===== src/rtl/pmem_line_responder_pkg.sv =====
// Shared types for the pmem line responder: line/word/beat types and the burst FSM state.
package pmem_line_responder_pkg;

    localparam int unsigned PMEM_BEATS  = 8;
    localparam int unsigned PMEM_WORD_W = 16;
    localparam int unsigned PMEM_LINE_W = PMEM_WORD_W * PMEM_BEATS;

    typedef logic [PMEM_WORD_W-1:0] lc3b_word;
    typedef logic [PMEM_LINE_W-1:0] lc3b_line;
    typedef logic [2:0]             lc3b_beat;

    typedef enum logic [1:0] {
        StIdle,
        StReadBurst,
        StWriteBurst,
        StResp
    } pmem_state_t;

endpackage


===== src/rtl/pmem_line_responder_line.sv =====
// Line staging buffer: whole-line load, word-indexed write, word-indexed read mux.
module pmem_line_buffer
    import pmem_line_responder_pkg::*;
#(
    parameter int unsigned WORD_W = PMEM_WORD_W,
    parameter int unsigned BEATS  = PMEM_BEATS
) (
    input  logic                    clk,
    input  logic                    rst_n,
    input  logic                    i_load,
    input  logic [WORD_W*BEATS-1:0] i_line,
    input  logic                    i_we,
    input  lc3b_beat                i_beat,
    input  logic [WORD_W-1:0]       i_wdata,
    output logic [WORD_W-1:0]       o_word,
    output logic [WORD_W*BEATS-1:0] o_line
);

    logic [WORD_W*BEATS-1:0] r_line;

    always_ff @(posedge clk or negedge rst_n) begin
        if (!rst_n) begin
            r_line <= '0;
        end else if (i_load) begin
            r_line <= i_line;
        end else if (i_we) begin
            r_line[i_beat*WORD_W +: WORD_W] <= i_wdata;
        end
    end

    assign o_word = r_line[i_beat*WORD_W +: WORD_W];
    assign o_line = r_line;

endmodule


===== src/rtl/pmem_line_responder.sv =====
// Turns 128-bit pmem line reads/writebacks into 8-beat 16-bit req/ack bursts.
// Optional per-beat watchdog enabled by defining PMEM_TIMEOUT_EN.
module pmem_line_responder
    import pmem_line_responder_pkg::*;
#(
    parameter int unsigned WORD_W   = PMEM_WORD_W,
    parameter int unsigned BEATS    = PMEM_BEATS,
    parameter int unsigned MAX_WAIT = 255
) (
    input  logic                    clk,
    input  logic                    rst_n,
    input  logic                    pmem_read,
    input  logic                    pmem_write,
    input  logic [15:0]             pmem_address,
    input  logic [WORD_W*BEATS-1:0] pmem_wdata,
    output logic [WORD_W*BEATS-1:0] pmem_rdata,
    output logic                    pmem_resp,
    output logic                    pmem_err,
    output logic                    mem_req,
    output logic                    mem_we,
    output logic [15:0]             mem_addr,
    output logic [WORD_W-1:0]       mem_wdata,
    input  logic                    mem_ack,
    input  logic [WORD_W-1:0]       mem_rdata
);

    localparam int unsigned LINE_W    = WORD_W * BEATS;
    localparam lc3b_beat    LAST_BEAT = lc3b_beat'(BEATS - 1);

    pmem_state_t       r_state, w_state_next;
    lc3b_beat          r_beat, w_beat_next;
    logic              r_mem_req, w_mem_req_next;
    logic              r_mem_we, w_mem_we_next;
    logic [11:0]       r_line_addr, w_line_addr_next;
    logic [LINE_W-1:0] r_rdata;
    logic              w_rdata_upd;
    logic              w_buf_load;
    logic              w_buf_we;
    logic [WORD_W-1:0] w_buf_word;
    logic [LINE_W-1:0] w_buf_line;
    logic              w_timeout;
    logic              w_unused;

    assign w_unused = ^pmem_address[3:0];

`ifdef PMEM_TIMEOUT_EN
    logic [7:0] r_wait;
    logic       r_err;

    assign w_timeout = r_mem_req & ~mem_ack & (r_wait == 8'(MAX_WAIT - 1));

    // r_err is high only in the RESP cycle that follows a timeout.
    always_ff @(posedge clk or negedge rst_n) begin
        if (!rst_n) begin
            r_wait <= '0;
            r_err  <= 1'b0;
        end else begin
            r_wait <= (r_mem_req && !mem_ack) ? r_wait + 8'd1 : 8'd0;
            r_err  <= w_timeout;
        end
    end

    assign pmem_err = r_err;
`else
    logic w_unused_cfg;
    assign w_unused_cfg = ^MAX_WAIT;
    assign w_timeout    = 1'b0;
    assign pmem_err     = 1'b0;
`endif

    always_comb begin
        w_state_next     = r_state;
        w_beat_next      = r_beat;
        w_mem_req_next   = r_mem_req;
        w_mem_we_next    = r_mem_we;
        w_line_addr_next = r_line_addr;
        w_buf_load       = 1'b0;
        w_buf_we         = 1'b0;
        w_rdata_upd      = 1'b0;
        unique case (r_state)
            StIdle: begin
                // Write wins if both are requested.
                if (pmem_write) begin
                    w_line_addr_next = pmem_address[15:4];
                    w_beat_next      = '0;
                    w_mem_req_next   = 1'b1;
                    w_mem_we_next    = 1'b1;
                    w_buf_load       = 1'b1;
                    w_state_next     = StWriteBurst;
                end else if (pmem_read) begin
                    w_line_addr_next = pmem_address[15:4];
                    w_beat_next      = '0;
                    w_mem_req_next   = 1'b1;
                    w_mem_we_next    = 1'b0;
                    w_state_next     = StReadBurst;
                end
            end
            StReadBurst, StWriteBurst: begin
                if (r_mem_req && mem_ack) begin
                    w_buf_we    = (r_state == StReadBurst);
                    w_beat_next = r_beat + 1'b1;
                    if (r_beat == LAST_BEAT) begin
                        w_mem_req_next = 1'b0;
                        w_rdata_upd    = (r_state == StReadBurst);
                        w_state_next   = StResp;
                    end
                end else if (w_timeout) begin
                    w_mem_req_next = 1'b0;
                    w_beat_next    = '0;
                    w_state_next   = StResp;
                end
            end
            StResp: begin
                w_state_next = StIdle;
            end
            default: begin
                w_state_next = StIdle;
            end
        endcase
    end

    always_ff @(posedge clk or negedge rst_n) begin
        if (!rst_n) begin
            r_state     <= StIdle;
            r_beat      <= '0;
            r_mem_req   <= 1'b0;
            r_mem_we    <= 1'b0;
            r_line_addr <= '0;
            r_rdata     <= '0;
        end else begin
            r_state     <= w_state_next;
            r_beat      <= w_beat_next;
            r_mem_req   <= w_mem_req_next;
            r_mem_we    <= w_mem_we_next;
            r_line_addr <= w_line_addr_next;
            // Final beat lands in the top word the same edge the buffer captures it.
            if (w_rdata_upd) begin
                r_rdata <= {mem_rdata, w_buf_line[LINE_W-WORD_W-1:0]};
            end
        end
    end

    pmem_line_buffer #(
        .WORD_W (WORD_W),
        .BEATS  (BEATS)
    ) u_line_buffer (
        .clk     (clk),
        .rst_n   (rst_n),
        .i_load  (w_buf_load),
        .i_line  (pmem_wdata),
        .i_we    (w_buf_we),
        .i_beat  (r_beat),
        .i_wdata (mem_rdata),
        .o_word  (w_buf_word),
        .o_line  (w_buf_line)
    );

    assign pmem_rdata = r_rdata;
    assign pmem_resp  = (r_state == StResp);
    assign mem_req    = r_mem_req;
    assign mem_we     = r_mem_we & r_mem_req;
    assign mem_addr   = {r_line_addr, r_beat, 1'b0};
    assign mem_wdata  = w_buf_word;

endmodule


===== config.mk =====
export PLATFORM = sky130hd
export DESIGN_NAME = pmem_line_responder
export DESIGN_NICKNAME = d
export VERILOG_FILES = /design/src/rtl/pmem_line_responder_pkg.sv /design/src/rtl/pmem_line_responder_line.sv /design/src/rtl/pmem_line_responder.sv
export SDC_FILE = /design/constraint.sdc
export NUM_CORES = 1
export LEC_CHECK = 0
export ABC_AREA = 1
export CORE_UTILIZATION = 35
export CTS_BUF_LIST = sky130_fd_sc_hd__clkbuf_2
export CTS_CLUSTER_DIAMETER = 150
export DETAILED_ROUTE_END_ITERATION = 12
export GPL_ROUTABILITY_DRIVEN = 0
export SETUP_SLACK_MARGIN = 0.15
export SYNTH_ARGS = -nofsm -noshare
export SYNTH_HDL_FRONTEND = slang
export SYNTH_SLANG_ARGS = --single-unit

===== constraint.sdc =====
create_clock -name clk -period 7.8 [get_ports clk]
set_input_delay 1.56 -clock clk [delete_from_list [all_inputs] [get_ports clk]]
set_output_delay 1.56 -clock clk [all_outputs]
set_load 0.03 [all_outputs]

==> flow_summary.toml, run 1 <==
[run_status]
outcome = "completed"

[routing]
via_per_inst = 5.06
drtIter0Drc = 1281
wl_per_cell_um = 20.4
drc = 0
vias = 13791
routed_wl_um = 55500
antenna_left = 0
first_pass_iters = 7

[clock_tree]
clock_latency_ns = 0.98
cts_sinks = 275
post_cts_buffers = 0
clockRootBuffer = "clkbuf_2"
cts_max_level = 3
path_clk_slew_ns = 0.10
cts-resized-gates = 0
clock_path_buffers = 3
tritoncts = "yes"
cts_hold_buf = 0
numCtsBuffers = 76

[pwr]
pwr-share-comb_pct = 47.6
seq_power_share_pct = 33.7
p_int_mw = 3.26
p_per_area_nw_per_um2 = 352
switching_power_mw = 3.09
p_clk_share_pct = 18.7
p_sw_share_pct = 48.7
p_leak_nw = 8.91
peakVddDrop_v = 0.000287

[global_routing]
grt_overflow = 0
grt_pass1_wl_um = 82000
antenna_found_initial = 6
grt_max_degree = 111
grt_pass1_vias = 13350
track_usage_pct = 27.2

[synthesis]
yosysSeqAreaShare_pct = 49.3
yosysMostFrequentCell = "nand2_1"
avgSynthCellArea_um2 = 7.52
synth-async-reset-ratio_pct = 100
ys_warn_count = 0
netlist_instances = 1855
syn_area_um2 = 14000
synth_area_leaders = "dfrtp_1, nand2_1, nand3_1"
synth_top_area_share_pct = 49.3
ys.flop_type = "dfrtp_1"
synth_top_area_cell = "dfrtp_1"
synth_seq_cells = 275
yosysUniqueCellTypes = 30
synth_edf_count = 0
yosys-top-cells-count = "nand2_1, dfrtp_1, nand3_1"

[sta]
rsz0062_at_grt = "false"
clock_skew_ns = 0.0913
fmax_mhz = 187
tns_ns = 0
fin_crit_ns = 5.35
setup_viol = 0
hold_violations = 0
post-route-period-util_pct = 68.6
worstMarginPinSlew_ns = 1.16
slew_headroom_pct = 22.6
worst_slack_ns = 2.45
slew_violations = 0

[floorplan]
start_util_pct = 35.8
core-area_um2 = 39000
die_y_um = 202
die-area_um2 = 40700
rows = 72
io_pins = 329
die_width_um = 202

[setup_path]
r2r_slack_ns = 3.86
timing.critical_path.fanout_max = 20
cp_data_required_time_ns = 6.24
start_kind = "flip-flop"
end_kind = "output pin"
worstSetupPathType = "reg -> out"
critPathArrivalTime_ns = 3.79

[placed_design]
portBuffers = 322
dpl.hpwl_um = 40700
pre_cts_ws_ns = 2.96

[layout]
syn2layout_area_growth_pct = 29.3
multi_input_area_um2 = 6090
nets = 2329
drive_above_1_share_pct = 8.44
fill_cells = 3941
seq_area_um2 = 6880

[job]
maxCapViolCount = 0

[worst_hold_path]
hp-class = "reg -> reg"
==> final timing paths <==
kind	start	to	cells after the start
min	u_line_buffer.o_line[30]	u_line_buffer.o_line[30]	2
min reg2reg	u_line_buffer.o_line[30]	u_line_buffer.o_line[30]	2
min in group asynchronous	rst_n	pmem_rdata[95]	1
max reg2reg	r_beat[2]	u_line_buffer.o_line[45]	9
max in group asynchronous	rst_n	r_beat[0]	2
max	r_beat[2]	mem_wdata[7]	4
==> flip-flops by register name, summed over array words and instances, names as in the netlist <==
signal and cells:
pmem_rdata 128, u_line_buffer.o_line 128, r_line_addr 12, r_beat 3, r_state 2, mem_req 1, r_mem_we 1
==> area by class of cell <==
| class | count | area share [%] |
|---|---|---|
| Antenna cell | 2 | 0.0277 |
| Clock buffer | 115 | 3.19 |
| Clock inverter | 13 | 1.03 |
| Inverter | 94 | 1.98 |
| Multi-Input combinational cell | 1375 | 33.8 |
| Sequential cell | 275 | 38.1 |
| Tap cell | 518 | 3.59 |
| Timing Repair Buffer | 332 | 18.3 |
==> layer usage <==
layer / global-route usage (%) / vias to the layer above / wire length (µm)
met2: 40.9 / 628 / 24900
met4: 13.4 / 8 / 2420
met5: 0 / - / 66
met1: 36.3 / 6491 / 23600
met3: 6.88 / 119 / 4520
li1: - / 6545 / -
==> critical path, stage by stage, from the launching register on <==
cell             delay [ns]
dfrtp_1                0.90
clkinv_1               0.77
nand2_1                0.42
nand2_1                0.17
clkdlybuf4s50_1        0.63
==> logic make-up (layout without fill, tap and decap cells) <==
kind of cell / Yosys count / count (layout) / share of synthesized area, %
AO/OA/AOI/OAI: 239 / 239 / 8.97
adder cells (fa/ha/maj): 10 / 10 / 0.897
buffers and inverters: 206 / 554 / 7.17
flip-flops: 275 / 275 / 49.3
multiplexers: 12 / 12 / 0.968
other: 1 / 4 / 0.0269
AND/OR/NAND/NOR: 1112 / 1112 / 32.7
==> placed cells by master, fill, tap and decap left out, types with 12 or more instances in the layout <==
master / instances
dfrtp_1: 274
nand2_1: 806
o21ai_0: 130
clkbuf_2: 115
nand3_1: 192
o21ai_1: 50
nor2_1: 87
inv_1: 85
clkdlybuf4s50_1: 321
a21oi_1: 50
mux2_2: 12
==> power groups by stage <==
stage / Clock, mW / Sequential (mW) / Combinational [mW]
6_report: 1.19 / 2.14 / 3.02
5_1_grt: 1.30 / 2.18 / 3.27
4_1_cts: 1.22 / 2.13 / 2.98
3_5_place_dp: 0 / 2.15 / 2.97
3_3_place_gp: 0 / 2.14 / 2.94
2_1_floorplan: 0 / 2.16 / 1.80
==> stage by stage <==
stage / util, % / hold slack (ns) / cell area, µm² / power (mW) / cells
CTS: 46.3 / 0.479 / 18000 / 6.33 / 2722
global placement: 44.3 / 0.453 / 17300 / 5.09 / 2594
floorplan: - / 0.442 / 14000 / 3.96 / 1856
detailed placement: 44.3 / 0.458 / 17300 / 5.12 / 2594
finish: 46.3 / 0.478 / 18000 / 6.35 / 2724
global route: 46.3 / 0.496 / 18000 / 6.75 / 2724
Note: power is estimated with default switching activity, not from simulation.
==> run 2: changes to the inputs <==
==> constraint.sdc (replaced) <==
create_clock -name clk -period 4.3 [get_ports clk]
set_input_delay 0.86 -clock clk [delete_from_list [all_inputs] [get_ports clk]]
set_output_delay 0.86 -clock clk [all_outputs]
set_load 0.03 [all_outputs]
==> flow_summary.toml, run 2 (synthesis gave the netlist of run 1 again) <==
[sta]
rsz0062_at_grt = "false"
tns_ns = 0
slew_headroom_pct = 18.9
worst_hold_slack_ns = 0.471
fmax_mhz = 257
fin_crit_ns = 3.89
post-route-period-util_pct = 90.4
worst_slack_ns = 0.412
slew_violations = 0
clock_skew_ns = 0.0603
worstMarginPinSlew_ns = 1.22
hold_violations = 0
setup_viol = 0

[global_routing]
grt_overflow = 0
antenna_found_initial = 5
track_usage_pct = 27.0
grt_max_degree = 193
grt_pass1_vias = 13514
grt_pass1_wl_um = 81700

[setup_path]
worstSetupPathType = "reg -> out"
crit_slowest_cell = "buf_4"
r2r-start = "r_beat[1]"
r2r_cells = 10
timing.critical_path.fanout_max = 53
end_kind = "output pin"
slowest_delay_ns = 0.52
crit_chain = "buf_4, o21ai_0, o21ai_0, nand2_1, nand2_1, buf_12"
path_delay_family = "buffers and inverters"
start_kind = "flip-flop"
r2r_slack_ns = 0.98
r2r_end = "u_line_buffer.o_line[37]"
cp_num_buf_inv = 2
critPathArrivalTime_ns = 3.03
cp_data_required_time_ns = 3.44

[clock_tree]
tritoncts = "yes"
clock_path_buffers = 3
path_clk_slew_ns = 0.10
clockRootBuffer = "clkbuf_2"
clock_latency_ns = 0.98
cts_sinks = 275
cts_max_level = 3
numCtsBuffers = 77

[routing]
wl_per_cell_um = 20.2
vias = 13909
antenna_left = 0
first_pass_iters = 5
via_per_inst = 5.11
drc = 0
drtIter0Drc = 1376
routed_wl_um = 55000

[floorplan]
rows = 72
die_y_um = 202
core-area_um2 = 39000
die_width_um = 202
io_pins = 329
start_util_pct = 35.8
die-area_um2 = 40700

[pwr]
p_leak_nw = 8.96
p_per_area_nw_per_um2 = 640
finalPower_mw = 11.6
peakVddDrop_v = 0.000689

[placed_design]
pre_cts_ws_ns = 0.877
dpl.hpwl_um = 40800
portBuffers = 322

[job]
maxCapViolCount = 0

[layout]
drive_above_1_share_pct = 9.13
syn2layout_area_growth_pct = 29.9
layout_commonest_cell = "nand2_1"
nets = 2338
fill_cells = 3950
final_cell_mix = "nand2_1, clkdlybuf4s50_1, dfrtp_1"

[run_status]
outcome = "completed"

[worst_hold_path]
hp-start = "pmem_wdata[108]"
hold_depth = 3
min_to = "u_line_buffer.o_line[108]"
hp-class = "in -> reg"
## run 2: cell count changes in the layout (fill, tap and decap cells not counted), moves of 3 or more
| cell | previous run | this run |
|---|---|---|
| buf_12 | 0 | 19 |
| buf_4 | 10 | 13 |
| bufinv_16 | 5 | 0 |
| clkbuf_2 | 115 | 107 |
| clkdlybuf4s50_1 | 321 | 305 |
| inv_2 | 4 | 10 |
## run 2: layout make-up
type,count,area [µm²],share of cell area (%)
Timing Repair Buffer,340,3570,19.7
Clock inverter,11,41.3,0.228
Inverter,94,357,1.97
Multi-Input combinational cell,1375,6090,33.6
Clock buffer,107,536,2.95
Tap cell,518,648,3.58
Sequential cell,275,6880,38.0
Antenna cell,1,2.50,0.0138
## run 2: how the worst max path moves through the flow
stage                                          end  cells after the start  slack, ns      start
after floorplan           u_line_buffer.o_line[38]                     13       1.51  r_beat[1]
after global placement              pmem_rdata[95]                      5       0.98  r_beat[0]
after detailed placement            pmem_rdata[99]                      5       0.88  r_beat[0]
after CTS                             mem_wdata[8]                      6       0.26  r_beat[0]
after global routing                  mem_wdata[8]                      7       0.23  r_beat[0]
final                                 mem_wdata[8]                      6       0.41  r_beat[1]
## run 2: metal layers
| metal | wire (µm) | global-route usage, % |
|---|---|---|
| met4 | 2490 | 13.3 |
| met3 | 4610 | 6.53 |
| met2 | 24800 | 41.3 |
| met1 | 23000 | 35.8 |
| met5 | 60 | 0 |
## run 2: worst reg2reg max path, cell delays in order (launching register included)
cell and delay, ns:
dfrtp_1 0.38, clkinv_1 0.45, ha_1 0.42, ha_1 0.49
nand2_1 0.11, inv_1 0.36, nand2_1 0.20, o21ai_4 0.38
inv_2 0.24, nand2_1 0.11, nand2_1 0.05
## run 2: through the flow
step	instances	instance area [µm²]	util, %
floorplan	1856	14000	-
global placement	2601	17500	45.0
detailed placement	2601	17500	45.0
CTS	2720	18100	46.5
global route	2721	18100	46.5
finish	2721	18100	46.5
## run 2: repair_timing
| action | in CTS | in global routing |
|---|---|---|
| gates resized for setup | 0 | 1 |
| endpoints found under the hold margin | 91 | 0 |
| setup endpoints to repair | 0 | 3 |
| hold buffers | 1 | 0 |
| buffers inserted | 0 | 0 |
## run 2: where the power goes
group,internal (mW),switching [mW]
Combinational,2.01,3.98
Clock,0.651,1.11
Sequential,3.28,0.578
